===== config.mk =====
export PLATFORM = sky130hd
export DESIGN_NAME = hazard_ctrl_flat
export DESIGN_NICKNAME = d
export VERILOG_FILES = /design/src/rtl/hazard_ctrl_if.sv /design/src/rtl/hazard_ctrl.sv /design/src/flat_wrapper.sv
export SDC_FILE = /design/constraint.sdc
export NUM_CORES = 1
export LEC_CHECK = 0
export CORE_MARGIN = 2
export CORE_UTILIZATION = 31
export DETAILED_ROUTE_END_ITERATION = 12
export PLACE_DENSITY = 0.94
export SYNTH_ARGS = -nofsm -noshare
export SYNTH_HDL_FRONTEND = slang
export SYNTH_SLANG_ARGS = --single-unit

===== constraint.sdc =====
create_clock -name clk -period 2.5 [get_ports clk]
set_clock_uncertainty 0.15 [all_clocks]
set_input_delay 0.625 -clock clk [delete_from_list [all_inputs] [get_ports clk]]
set_output_delay 0.625 -clock clk [all_outputs]
set_load 0.05 [all_outputs]

===== src/rtl/hazard_ctrl_if.sv =====
// Signal bundle between the pipeline stage registers and hazard_ctrl.
// The pipeline side uses the master modport; the controller uses the slave modport.
interface hazard_ctrl_if #(
    parameter int unsigned REG_W = 5
);
    logic [REG_W-1:0] id_rs;
    logic [REG_W-1:0] id_rt;
    logic [REG_W-1:0] ex_rs;
    logic [REG_W-1:0] ex_rt;
    logic [REG_W-1:0] ex_write_reg;
    logic             ex_mem_to_reg;
    logic             ex_mdu_start;
    logic [REG_W-1:0] mem_write_reg;
    logic             mem_reg_write;
    logic [REG_W-1:0] wb_write_reg;
    logic             wb_reg_write;
    logic             mem_branch_taken;

    logic [1:0]       forward_a;
    logic [1:0]       forward_b;
    logic             stall_f;
    logic             stall_d;
    logic             stall_e;
    logic             flush_d;
    logic             flush_e;
    logic             mdu_busy;
    logic             mdu_done;
    logic [31:0]      perf_lu_stall;
    logic [31:0]      perf_mdu_stall;
    logic [31:0]      perf_flush;

    modport master (
        output id_rs, id_rt, ex_rs, ex_rt, ex_write_reg, ex_mem_to_reg, ex_mdu_start,
               mem_write_reg, mem_reg_write, wb_write_reg, wb_reg_write, mem_branch_taken,
        input  forward_a, forward_b, stall_f, stall_d, stall_e, flush_d, flush_e,
               mdu_busy, mdu_done, perf_lu_stall, perf_mdu_stall, perf_flush
    );

    modport slave (
        input  id_rs, id_rt, ex_rs, ex_rt, ex_write_reg, ex_mem_to_reg, ex_mdu_start,
               mem_write_reg, mem_reg_write, wb_write_reg, wb_reg_write, mem_branch_taken,
        output forward_a, forward_b, stall_f, stall_d, stall_e, flush_d, flush_e,
               mdu_busy, mdu_done, perf_lu_stall, perf_mdu_stall, perf_flush
    );
endinterface


===== src/rtl/hazard_ctrl.sv =====
// Hazard controller for the 5-stage MIPS pipe: forwarding, load-use, branch squash, MDU hold.
// Define HAZARD_PERF_CNT_EN to build the perf_* event counters; otherwise they read 0.
module hazard_ctrl #(
    parameter int unsigned MDU_LATENCY = 4,
    parameter int unsigned REG_W       = 5
) (
    input logic           clk,
    input logic           reset,
    hazard_ctrl_if.slave  hz
);
    localparam logic [3:0] CntLoad = 4'(MDU_LATENCY - 2);

    typedef enum logic [1:0] {StIdle, StBusy, StDone} mdu_state_e;

    mdu_state_e state_q;
    logic [3:0] cnt_q;
    logic       busy_q;
    logic       done_q;
    logic       lu;
    logic       squash;

    function automatic logic [1:0] fwd_sel(
        input logic [REG_W-1:0] src,
        input logic             m_we,
        input logic [REG_W-1:0] m_reg,
        input logic             w_we,
        input logic [REG_W-1:0] w_reg
    );
        if (m_we && (m_reg != REG_W'(0)) && (m_reg == src)) begin
            return 2'b10;
        end else if (w_we && (w_reg != REG_W'(0)) && (w_reg == src)) begin
            return 2'b01;
        end
        return 2'b00;
    endfunction

    assign lu = hz.ex_mem_to_reg && (hz.ex_write_reg != REG_W'(0)) &&
                ((hz.ex_write_reg == hz.id_rs) || (hz.ex_write_reg == hz.id_rt));
    assign squash = hz.mem_branch_taken;

    // MDU sequencer; busy/done are registered alongside the state.
    always_ff @(posedge clk) begin
        if (reset) begin
            state_q <= StIdle;
            cnt_q   <= '0;
            busy_q  <= 1'b0;
            done_q  <= 1'b0;
        end else begin
            unique case (state_q)
                StIdle: begin
                    if (hz.ex_mdu_start && !squash) begin
                        state_q <= StBusy;
                        cnt_q   <= CntLoad;
                        busy_q  <= 1'b1;
                    end
                end
                StBusy: begin
                    if (squash) begin
                        state_q <= StIdle;
                        busy_q  <= 1'b0;
                    end else if (cnt_q == 4'd0) begin
                        state_q <= StDone;
                        busy_q  <= 1'b0;
                        done_q  <= 1'b1;
                    end else begin
                        cnt_q <= cnt_q - 4'd1;
                    end
                end
                StDone: begin
                    state_q <= StIdle;
                    done_q  <= 1'b0;
                end
                default: begin
                    state_q <= StIdle;
                    busy_q  <= 1'b0;
                    done_q  <= 1'b0;
                end
            endcase
        end
    end

    // Priority: reset silences everything, then squash, then MDU hold, then load-use.
    always_comb begin
        hz.forward_a = 2'b00;
        hz.forward_b = 2'b00;
        hz.stall_f   = 1'b0;
        hz.stall_d   = 1'b0;
        hz.stall_e   = 1'b0;
        hz.flush_d   = 1'b0;
        hz.flush_e   = 1'b0;
        if (!reset) begin
            hz.forward_a = fwd_sel(hz.ex_rs, hz.mem_reg_write, hz.mem_write_reg,
                                   hz.wb_reg_write, hz.wb_write_reg);
            hz.forward_b = fwd_sel(hz.ex_rt, hz.mem_reg_write, hz.mem_write_reg,
                                   hz.wb_reg_write, hz.wb_write_reg);
            if (squash) begin
                hz.flush_d = 1'b1;
                hz.flush_e = 1'b1;
            end else if (busy_q) begin
                hz.stall_f = 1'b1;
                hz.stall_d = 1'b1;
                hz.stall_e = 1'b1;
            end else if (lu) begin
                hz.stall_f = 1'b1;
                hz.stall_d = 1'b1;
                hz.flush_e = 1'b1;
            end
        end
    end

    assign hz.mdu_busy = busy_q && !reset;
    assign hz.mdu_done = done_q && !reset;

`ifdef HAZARD_PERF_CNT_EN
    logic [31:0] perf_lu_q;
    logic [31:0] perf_mdu_q;
    logic [31:0] perf_flush_q;

    always_ff @(posedge clk) begin
        if (reset) begin
            perf_lu_q    <= '0;
            perf_mdu_q   <= '0;
            perf_flush_q <= '0;
        end else begin
            if (lu)     perf_lu_q    <= perf_lu_q + 32'd1;
            if (busy_q) perf_mdu_q   <= perf_mdu_q + 32'd1;
            if (squash) perf_flush_q <= perf_flush_q + 32'd1;
        end
    end

    assign hz.perf_lu_stall  = perf_lu_q;
    assign hz.perf_mdu_stall = perf_mdu_q;
    assign hz.perf_flush     = perf_flush_q;
`else
    assign hz.perf_lu_stall  = '0;
    assign hz.perf_mdu_stall = '0;
    assign hz.perf_flush     = '0;
`endif
endmodule


===== src/flat_wrapper.sv =====
// flat-port wrapper written by rule: the top's interface ports become plain ports
module hazard_ctrl_flat 
#(
    parameter int unsigned MDU_LATENCY = 4,
    parameter int unsigned REG_W       = 5
)
  (clk, reset, hz_id_rs, hz_id_rt, hz_ex_rs, hz_ex_rt, hz_ex_write_reg, hz_ex_mem_to_reg, hz_ex_mdu_start, hz_mem_write_reg, hz_mem_reg_write, hz_wb_write_reg, hz_wb_reg_write, hz_mem_branch_taken, hz_forward_a, hz_forward_b, hz_stall_f, hz_stall_d, hz_stall_e, hz_flush_d, hz_flush_e, hz_mdu_busy, hz_mdu_done, hz_perf_lu_stall, hz_perf_mdu_stall, hz_perf_flush);
  hazard_ctrl_if #(.REG_W(REG_W)) hz_i ();
  input logic clk;
  input logic reset;
  input wire logic [$bits(hz_i.id_rs)-1:0] hz_id_rs;
  input wire logic [$bits(hz_i.id_rt)-1:0] hz_id_rt;
  input wire logic [$bits(hz_i.ex_rs)-1:0] hz_ex_rs;
  input wire logic [$bits(hz_i.ex_rt)-1:0] hz_ex_rt;
  input wire logic [$bits(hz_i.ex_write_reg)-1:0] hz_ex_write_reg;
  input wire logic [$bits(hz_i.ex_mem_to_reg)-1:0] hz_ex_mem_to_reg;
  input wire logic [$bits(hz_i.ex_mdu_start)-1:0] hz_ex_mdu_start;
  input wire logic [$bits(hz_i.mem_write_reg)-1:0] hz_mem_write_reg;
  input wire logic [$bits(hz_i.mem_reg_write)-1:0] hz_mem_reg_write;
  input wire logic [$bits(hz_i.wb_write_reg)-1:0] hz_wb_write_reg;
  input wire logic [$bits(hz_i.wb_reg_write)-1:0] hz_wb_reg_write;
  input wire logic [$bits(hz_i.mem_branch_taken)-1:0] hz_mem_branch_taken;
  output wire logic [$bits(hz_i.forward_a)-1:0] hz_forward_a;
  output wire logic [$bits(hz_i.forward_b)-1:0] hz_forward_b;
  output wire logic [$bits(hz_i.stall_f)-1:0] hz_stall_f;
  output wire logic [$bits(hz_i.stall_d)-1:0] hz_stall_d;
  output wire logic [$bits(hz_i.stall_e)-1:0] hz_stall_e;
  output wire logic [$bits(hz_i.flush_d)-1:0] hz_flush_d;
  output wire logic [$bits(hz_i.flush_e)-1:0] hz_flush_e;
  output wire logic [$bits(hz_i.mdu_busy)-1:0] hz_mdu_busy;
  output wire logic [$bits(hz_i.mdu_done)-1:0] hz_mdu_done;
  output wire logic [$bits(hz_i.perf_lu_stall)-1:0] hz_perf_lu_stall;
  output wire logic [$bits(hz_i.perf_mdu_stall)-1:0] hz_perf_mdu_stall;
  output wire logic [$bits(hz_i.perf_flush)-1:0] hz_perf_flush;
  assign hz_i.id_rs = hz_id_rs;
  assign hz_i.id_rt = hz_id_rt;
  assign hz_i.ex_rs = hz_ex_rs;
  assign hz_i.ex_rt = hz_ex_rt;
  assign hz_i.ex_write_reg = hz_ex_write_reg;
  assign hz_i.ex_mem_to_reg = hz_ex_mem_to_reg;
  assign hz_i.ex_mdu_start = hz_ex_mdu_start;
  assign hz_i.mem_write_reg = hz_mem_write_reg;
  assign hz_i.mem_reg_write = hz_mem_reg_write;
  assign hz_i.wb_write_reg = hz_wb_write_reg;
  assign hz_i.wb_reg_write = hz_wb_reg_write;
  assign hz_i.mem_branch_taken = hz_mem_branch_taken;
  assign hz_forward_a = hz_i.forward_a;
  assign hz_forward_b = hz_i.forward_b;
  assign hz_stall_f = hz_i.stall_f;
  assign hz_stall_d = hz_i.stall_d;
  assign hz_stall_e = hz_i.stall_e;
  assign hz_flush_d = hz_i.flush_d;
  assign hz_flush_e = hz_i.flush_e;
  assign hz_mdu_busy = hz_i.mdu_busy;
  assign hz_mdu_done = hz_i.mdu_done;
  assign hz_perf_lu_stall = hz_i.perf_lu_stall;
  assign hz_perf_mdu_stall = hz_i.perf_mdu_stall;
  assign hz_perf_flush = hz_i.perf_flush;
  hazard_ctrl #(.MDU_LATENCY(MDU_LATENCY), .REG_W(REG_W)) u_core (.clk(clk), .reset(reset), .hz(hz_i));
endmodule

Word-level counts from Yosys, hierarchy flattened
Cells that the tools add are included.
Widths: inputs -> output; s select.

word-level totals
  flip-flop bits (word level) = 8
  input port bits = 42
  output and inout bits = 107
  logic and storage cells = 85

cells by class
  add/sub/neg operators = 1
  equal/unequal tests = 13
  muxes and demuxes = 41
  bitwise operators = 2
  reductions and logical operators = 24

operator list
  operator             count
  $eq 5x5->1           6
  $mux 1               23
  $mux 2               11
  $reduce_bool 5->1    3
  $mux 4               3
  $logic_and 1x1->1    11
  $pmux 4 s2           1
  $reduce_and 3->1     2
  $logic_not 4->1      1
  $ne 2x1->1 const B   2
  $ne 2x2->1 const B   2
  $pmux 2 s2           1
  $reduce_and 4->1     1
  $sub 4x1->4 const B  1
  $ne 3x2->1 const B   1
  $pmux 1 s3           1
  $eq 2x1->1 const B   1
  $eq 2x2->1 const B   1
  $logic_not 1->1      2
  $logic_not 2->1      1
  $not 1->1            2
  $pmux 1 s2           1
  $reduce_and 2->1     1
  $reduce_bool 2->1    1
  $logic_or 1x1->1     1

Longest topological paths before layout
Gate-level depths: netlist of run 1.

  word-level depth = 8
  mapped depth = 6
  depth with buffers taken out = 6

Worst setup path after synthesis of run 1
No wires, ideal clock.

  path kind = input to output
  start point = in hz_mem_write_reg[0]
  end point = out hz_forward_a[0]
  arrival = 2395 ps
  required time = 1725 ps
  path slack = -670 ps
  cell stages on the path = 4
  cell sequence = or4_1 o21ai_2 nor3_1 nor4_2

between the ends
  longest elaborated chain between the ends = 7

ends and longest elaborated chain
  element              RTL line            RTL
  from (decl)          flat_wrapper.sv:18  input wire logic [$bits(hz_i.mem_write_reg)-1:0] hz_mem_write_reg;
  $reduce_bool 5->1    hazard_ctrl.sv:29   if (m_we && (m_reg != REG_W'(0)) && (m_reg == src)) begin
  $logic_and 1x1->1    hazard_ctrl.sv:29
  $logic_and 1x1->1 *  hazard_ctrl.sv:29
  $mux 1               hazard_ctrl.sv:29
  $mux 1               hazard_ctrl.sv:91   if (!reset) begin
  $mux 2 *             hazard_ctrl.sv:34   return 2'b00;
  $mux 2 *             hazard_ctrl.sv:91
  to (decl)            flat_wrapper.sv:23  output wire logic [$bits(hz_i.forward_a)-1:0] hz_forward_a;

Mark *: on every way between the ends. The rest lies on a longest branch, timed or not. The select of a mux whose other input is x is not followed.

Worst setup path in the final report of run 1
  start point = in hz_mem_write_reg[4]
  end point = out hz_forward_a[0]

The elaborated chain is that of the path after synthesis.

==> results_dict.tcl, run 1 <==
set metrics [dict create \
    htree_levels 1 \
    fin_setup_tns_ns -0.928 \
    cpMaxStageDelayCell "or4_4" \
    ctsHoldBuffers 0 \
    wl_per_cell_um 11.1 \
    synth_commonest_cells "buf_4 (97), xor2_1 (22), nor2_1 (14)" \
    fin_nets 327 \
    ys_seq_elements 8 \
    drive_gt1_share_pct 30.5 \
    fmax_ghz 0.355 \
    worstPathRequired_ns 1.73 \
    ys_warn_count 0 \
    clk_pin_slew_ns 0.04 \
    ys_types 29 \
    hold_class "flop to flop" \
    synth_edf_count 0 \
    die_height_um 74.9 \
    ir_worst_vdd_uv 184 \
    syn_to_final_growth_pct 45.3 \
    place_congestion 0.834 \
    drtIter0Drc 13 \
    setup_ws_ns -0.315 \
    num_antenna_cells 0 \
    r2r_end "u_core.cnt_q[1]" \
    powerDensity_mw_per_mm2 404 \
    n_fill_cell 473 \
    drv_cap 0 \
    ios 149 \
    ys_seq_area_share_pct 10.3 \
    synth_ff_type "dfxtp_1" \
    port_buffers 52 \
    hold_slack_ns 0.329 \
    cp-start-kind "input pin" \
    track_usage_pct 11.5 \
    die_w_um 74.9 \
    clock_sinks 8 \
    cts_root_buf "clkbuf_8" \
    r2r_slack_ns 0.84 \
    core_mm2 0.00479 \
    rsz0062_at_grt "true" \
    clock_latency_ns 0.23 \
    route.detailed.drc 0 \
    hold_start "u_core.state_q[1]" \
    endpoint_kind "output port" \
    violations "negative setup slack" \
    initial_core_util_pct 32.5 \
    routed_via_density 3.77 \
    die-area_mm2 0.00561 \
    yosysTopAreaCell "buf_4" \
    min_to "u_core.state_q[1]" \
    synthArstFlopShare_pct 0 \
    cpPeakStageDelay_ns 0.53 \
    first_pass_iters 3 \
    cp_max_fo 2 \
    antenna_found_initial 0 \
    r2r_start "u_core.cnt_q[0]" \
    fin_crit_ns 2.81 \
    setup_violations 4 \
    grt_pass1_vias 1172 \
    yosysTopAreaCellShare_pct 46.7 \
    period_share_pct 113 \
    drv_slew 0 \
    routed_wl_mm 3.89 \
    synthCells 205 \
    clockBufferDepth 2 \
    synth_area_mm2 0.00156 \
    num_rows 25 \
    hold_viol 0 \
    critPathLaunch "hz_mem_write_reg[4]" \
    synthTopCellsByArea "buf_4 (47%), xor2_1 (12%), dfxtp_1 (10%)" \
    cts-buffers-inserted 3 \
    worst_hold_path.num_cells 1 \
    synth.avg_cell_area_um2 7.60 \
    vias 1317 \
    leakagePower_nw 1.12 \
    yosysMostFrequentCell "buf_4" \
    grt_pass1_wl_mm 4.89 \
    antenna_left 0 \
    critPathKind "input pin to output port" \
    reg2reg_depth 6 \
    path_cells "buf_6, or4_4, o21ai_4, nor3_4, nor4_4, buf_12" \
    overflow 0 \
    tritoncts "yes" \
    hpwlAfterDp_mm 3.20 \
    grt_max_degree 14 \
    status "finished, violations left" \
    crit_arrival_ns 2.04 \
]
[what timing repair did]
| action | in CTS | in global routing |
|---|---|---|
| gates resized for setup | 72 | 48 |
| pin swaps | 16 | 18 |
| setup endpoints to repair | 9 | 7 |
| buffers inserted | 2 | 3 |
[report_power, final]
group          internal (mW)  total (mW)  switching (mW)
sequential             0.138       0.147         0.00954
combinational          0.153       0.611           0.459
clock                  0.104       0.156          0.0521
total                  0.395       0.915           0.520
[sequential cells by signal, indices dropped and copies added, names as in the netlist]
signal,cells
u_core.state_q,2
u_core.done_q,1
u_core.cnt_q,4
u_core.busy_q,1
[metal layers]
layer	part of all wire, %	global-route usage, %
met4	2.9	5.56
met3	9.5	3.35
met2	57	22.6
met5	0	0
met1	31	10.7
[cells by family after synthesis]
logic type,count (synthesis),synth area share [%]
buffers and inverters,101,47.7
AND/OR/NAND/NOR,52,18.4
XOR/XNOR,33,18.6
AO/OA/AOI/OAI,8,3.37
flip-flops,8,10.3
adder cells (fa/ha/maj),1,0.803
other,1,0.241
multiplexers,1,0.643
[worst max-delay path by stage]
| stage | end | depth (start not counted) |
|---|---|---|
| after CTS | hz_forward_b[0] | 7 |
| after floorplan | hz_forward_a[0] | 4 |
| final | hz_forward_a[0] | 6 |
| after detailed placement | hz_forward_a[0] | 6 |
| after global routing | hz_forward_a[0] | 6 |
| after global placement | hz_forward_a[0] | 6 |
[cell usage in the layout, fill, tap and decap left out, types with 2 or more instances in the layout]
cell type	n
dfxtp_1	8
buf_4	21
buf_2	5
clkbuf_2	10
dlymetal6s2s_1	2
nand2_1	4
nor2_1	14
nand4_1	2
clkdlybuf4s15_1	9
or4_4	4
buf_6	7
xnor2_1	7
clkbuf_8	3
nor2b_1	2
clkdlybuf4s50_1	4
nor3_1	3
nor4_4	4
conb_1	96
xnor2_2	3
inv_1	3
nor3_4	2
or2_2	2
nor3_2	2
nand3_1	3
dlygate4sd2_1	9
xor2_1	21
buf_12	9
a21oi_1	2
[stage by stage]
stage	utilization, %	setup slack, ns	cell area, µm²	total power [mW]	cells
2_1_floorplan	-	-0.265	1990	0.698	300
3_3_place_gp	44.1	-0.603	2110	0.724	342
3_5_place_dp	44.1	-0.665	2110	0.733	342
4_1_cts	45.9	-0.385	2200	0.891	347
5_1_grt	47.3	-0.347	2260	0.957	349
6_report	47.3	-0.315	2260	0.915	349
[layout make-up]
cell class              instances  area (µm²)  area share, %
repair buffers                 77         741           32.7
multi-input cells             191        1230           54.2
well taps                      67        83.8           3.70
inverters                       3        11.3          0.498
clock buffers                   3        41.3           1.82
flip-flops and latches          8         160           7.08
[critical path: cells and delay by family]
kind	cells	cell delay, ns
compound gates	1	0.18
simple gates	3	0.95
buf+inv	2	0.27
Power figures use the tool's default switching activity.
==> run 2, diff against run 1 <==
Settings changed: PLACE_DENSITY 0.94 to not set, PLACE_DENSITY_LB_ADDON set to 0.2.
==> results_dict.tcl, run 2 (synthesis results as in run 1) <==
set metrics [dict create \
    rsz0062_at_grt "true" \
    r2r_slack_ns 0.91 \
    drv_cap 0 \
    die_w_um 74.9 \
    first_pass_iters 4 \
    route.detailed.drc 0 \
    cp-start-kind "input pin" \
    hold_start "u_core.state_q[1]" \
    crit_arrival_ns 1.96 \
    violations "negative setup slack" \
    grt_pass1_vias 1047 \
    routed_wl_mm 3.30 \
    tritoncts "yes" \
    r2r_end "u_core.cnt_q[1]" \
    stdcell_count 349 \
    fin_nets 327 \
    intPower_uw 383 \
    hold_slack_ns 0.333 \
    track_usage_pct 9.90 \
    post-place-ws_ns -0.600 \
    htree_levels 1 \
    overflow 0 \
    largest_register_ffs 4 \
    place_congestion 0.837 \
    drtIter0Drc 7 \
    leakagePower_nw 1.10 \
    syn_to_final_growth_pct 39.5 \
    fmax_ghz 0.366 \
    ios 149 \
    cpPeakStageDelay_ns 0.54 \
    path_cells "buf_2, xor2_1, or4_4, nor4_4, buf_12" \
    setup_ws_ns -0.232 \
    clockBufferDepth 2 \
    cp_max_fo 3 \
    initial_core_util_pct 32.5 \
    hold_class "flop to flop" \
    die_height_um 74.9 \
    pwr-share-clk_pct 17.4 \
    cts-buffers-inserted 3 \
    critPathKind "input pin to output port" \
    utilization_pct 45.4 \
    fin_area_mm2 0.00217 \
    busiest_layer "met2" \
    power_frac_comb_pct 66.1 \
    placed_cells 343 \
    drive_gt1_share_pct 30.5 \
    drv_slew 0 \
    min_to "u_core.state_q[1]" \
    setup_violations 4 \
    finalPower_uw 886 \
    p_switching_uw 503 \
    worstPathRequired_ns 1.73 \
    swShare_pct 56.8 \
    cpMaxStageDelayCell "or4_4" \
    routed_via_density 3.59 \
    wl_per_cell_um 9.47 \
    die-area_mm2 0.00561 \
    clock_sinks 8 \
    vias 1252 \
    grt_pass1_wl_mm 4.33 \
    layout_commonest_cell "conb_1" \
    met3_usage_pct 2.95 \
    period_share_pct 109 \
    reg.largest.list "u_core.cnt_q (4), u_core.state_q (2)" \
    clk_pin_slew_ns 0.04 \
    num_antenna_cells 0 \
    cts_root_buf "clkbuf_8" \
    grt_max_degree 14 \
    endpoint_kind "output port" \
    power_frac_seq_pct 16.6 \
    n_fill_cell 503 \
    gr-usage-met1_pct 10.8 \
    final_cell_mix "conb_1 (96), xor2_1 (22), buf_4 (21), clkbuf_2 (15), nor2_1 (14)" \
    num_rows 25 \
    worst_hold_path.num_cells 1 \
    hpwlAfterDp_mm 2.92 \
    core_mm2 0.00479 \
    reg2reg_depth 6 \
    clock_latency_ns 0.23 \
    antenna_found_initial 0 \
    regArea_um2 160 \
    fin_crit_ns 2.73 \
    grtUsageMet2_pct 19.2 \
    port_buffers 52 \
    status "finished, violations left" \
    antenna_left 0 \
    regMostFlops "u_core.cnt_q" \
    multi_input_area_mm2 0.00117 \
    ir_worst_vdd_uv 316 \
    fin_setup_tns_ns -0.678 \
    hold_viol 0 \
    powerDensity_mw_per_mm2 408 \
    r2r_start "u_core.cnt_q[0]" \
    dpl-instance-area_mm2 0.00212 \
]
run 2: final cells by class:
cell class | instances | share of cell area (%)
clock buffers | 3 | 1.90
inverters | 3 | 0.518
multi-input cells | 191 | 53.7
flip-flops and latches | 8 | 7.37
well taps | 67 | 3.86
repair buffers | 77 | 32.6
run 2: critical path, delay by kind of cell:
family,cells,cell delay [ns]
xor gates and xnor gates,1,0.16
buffers and inverters,2,0.30
and+or+nand+nor,2,0.87
run 2: per-layer routing:
metal  wire length (µm)  up-vias
li1                   -      626
met3                381        2
met5                  0        -
met4                 10        0
met1               1130      550
met2               1790       74
run 2: power by group through the flow:
stage          registers (mW)  logic, mW  clock network (mW)
6_report                0.147      0.586               0.154
5_1_grt                 0.148      0.619               0.166
4_1_cts                 0.147      0.581               0.159
3_5_place_dp            0.148      0.583                   0
3_3_place_gp            0.148      0.583                   0
2_1_floorplan           0.146      0.552                   0
run 2: worst max path at each step:
stage / to / slack (ns) / from
global placement: hz_forward_a[0] / -0.59 / hz_wb_write_reg[3]
floorplan: hz_forward_a[0] / -0.27 / hz_mem_write_reg[0]
global route: hz_forward_a[0] / -0.27 / hz_mem_write_reg[4]
finish: hz_forward_a[0] / -0.23 / hz_wb_write_reg[4]
CTS: hz_forward_a[0] / -0.34 / hz_mem_write_reg[4]
detailed placement: hz_forward_a[0] / -0.60 / hz_wb_write_reg[3]
run 2: repair_timing:
item,4_1_cts,5_1_grt
pin swaps,16,18
resized for setup,72,48
buffers inserted,3,1
endpoints found under the setup margin,9,7
hold buffers,0,0
==> run 3, diff against run 2 <==
Settings changed: GPL_ROUTABILITY_DRIVEN set to 0.
==> results of run 3 <==
Final layout, timing and power as in run 2 (identical DEF).
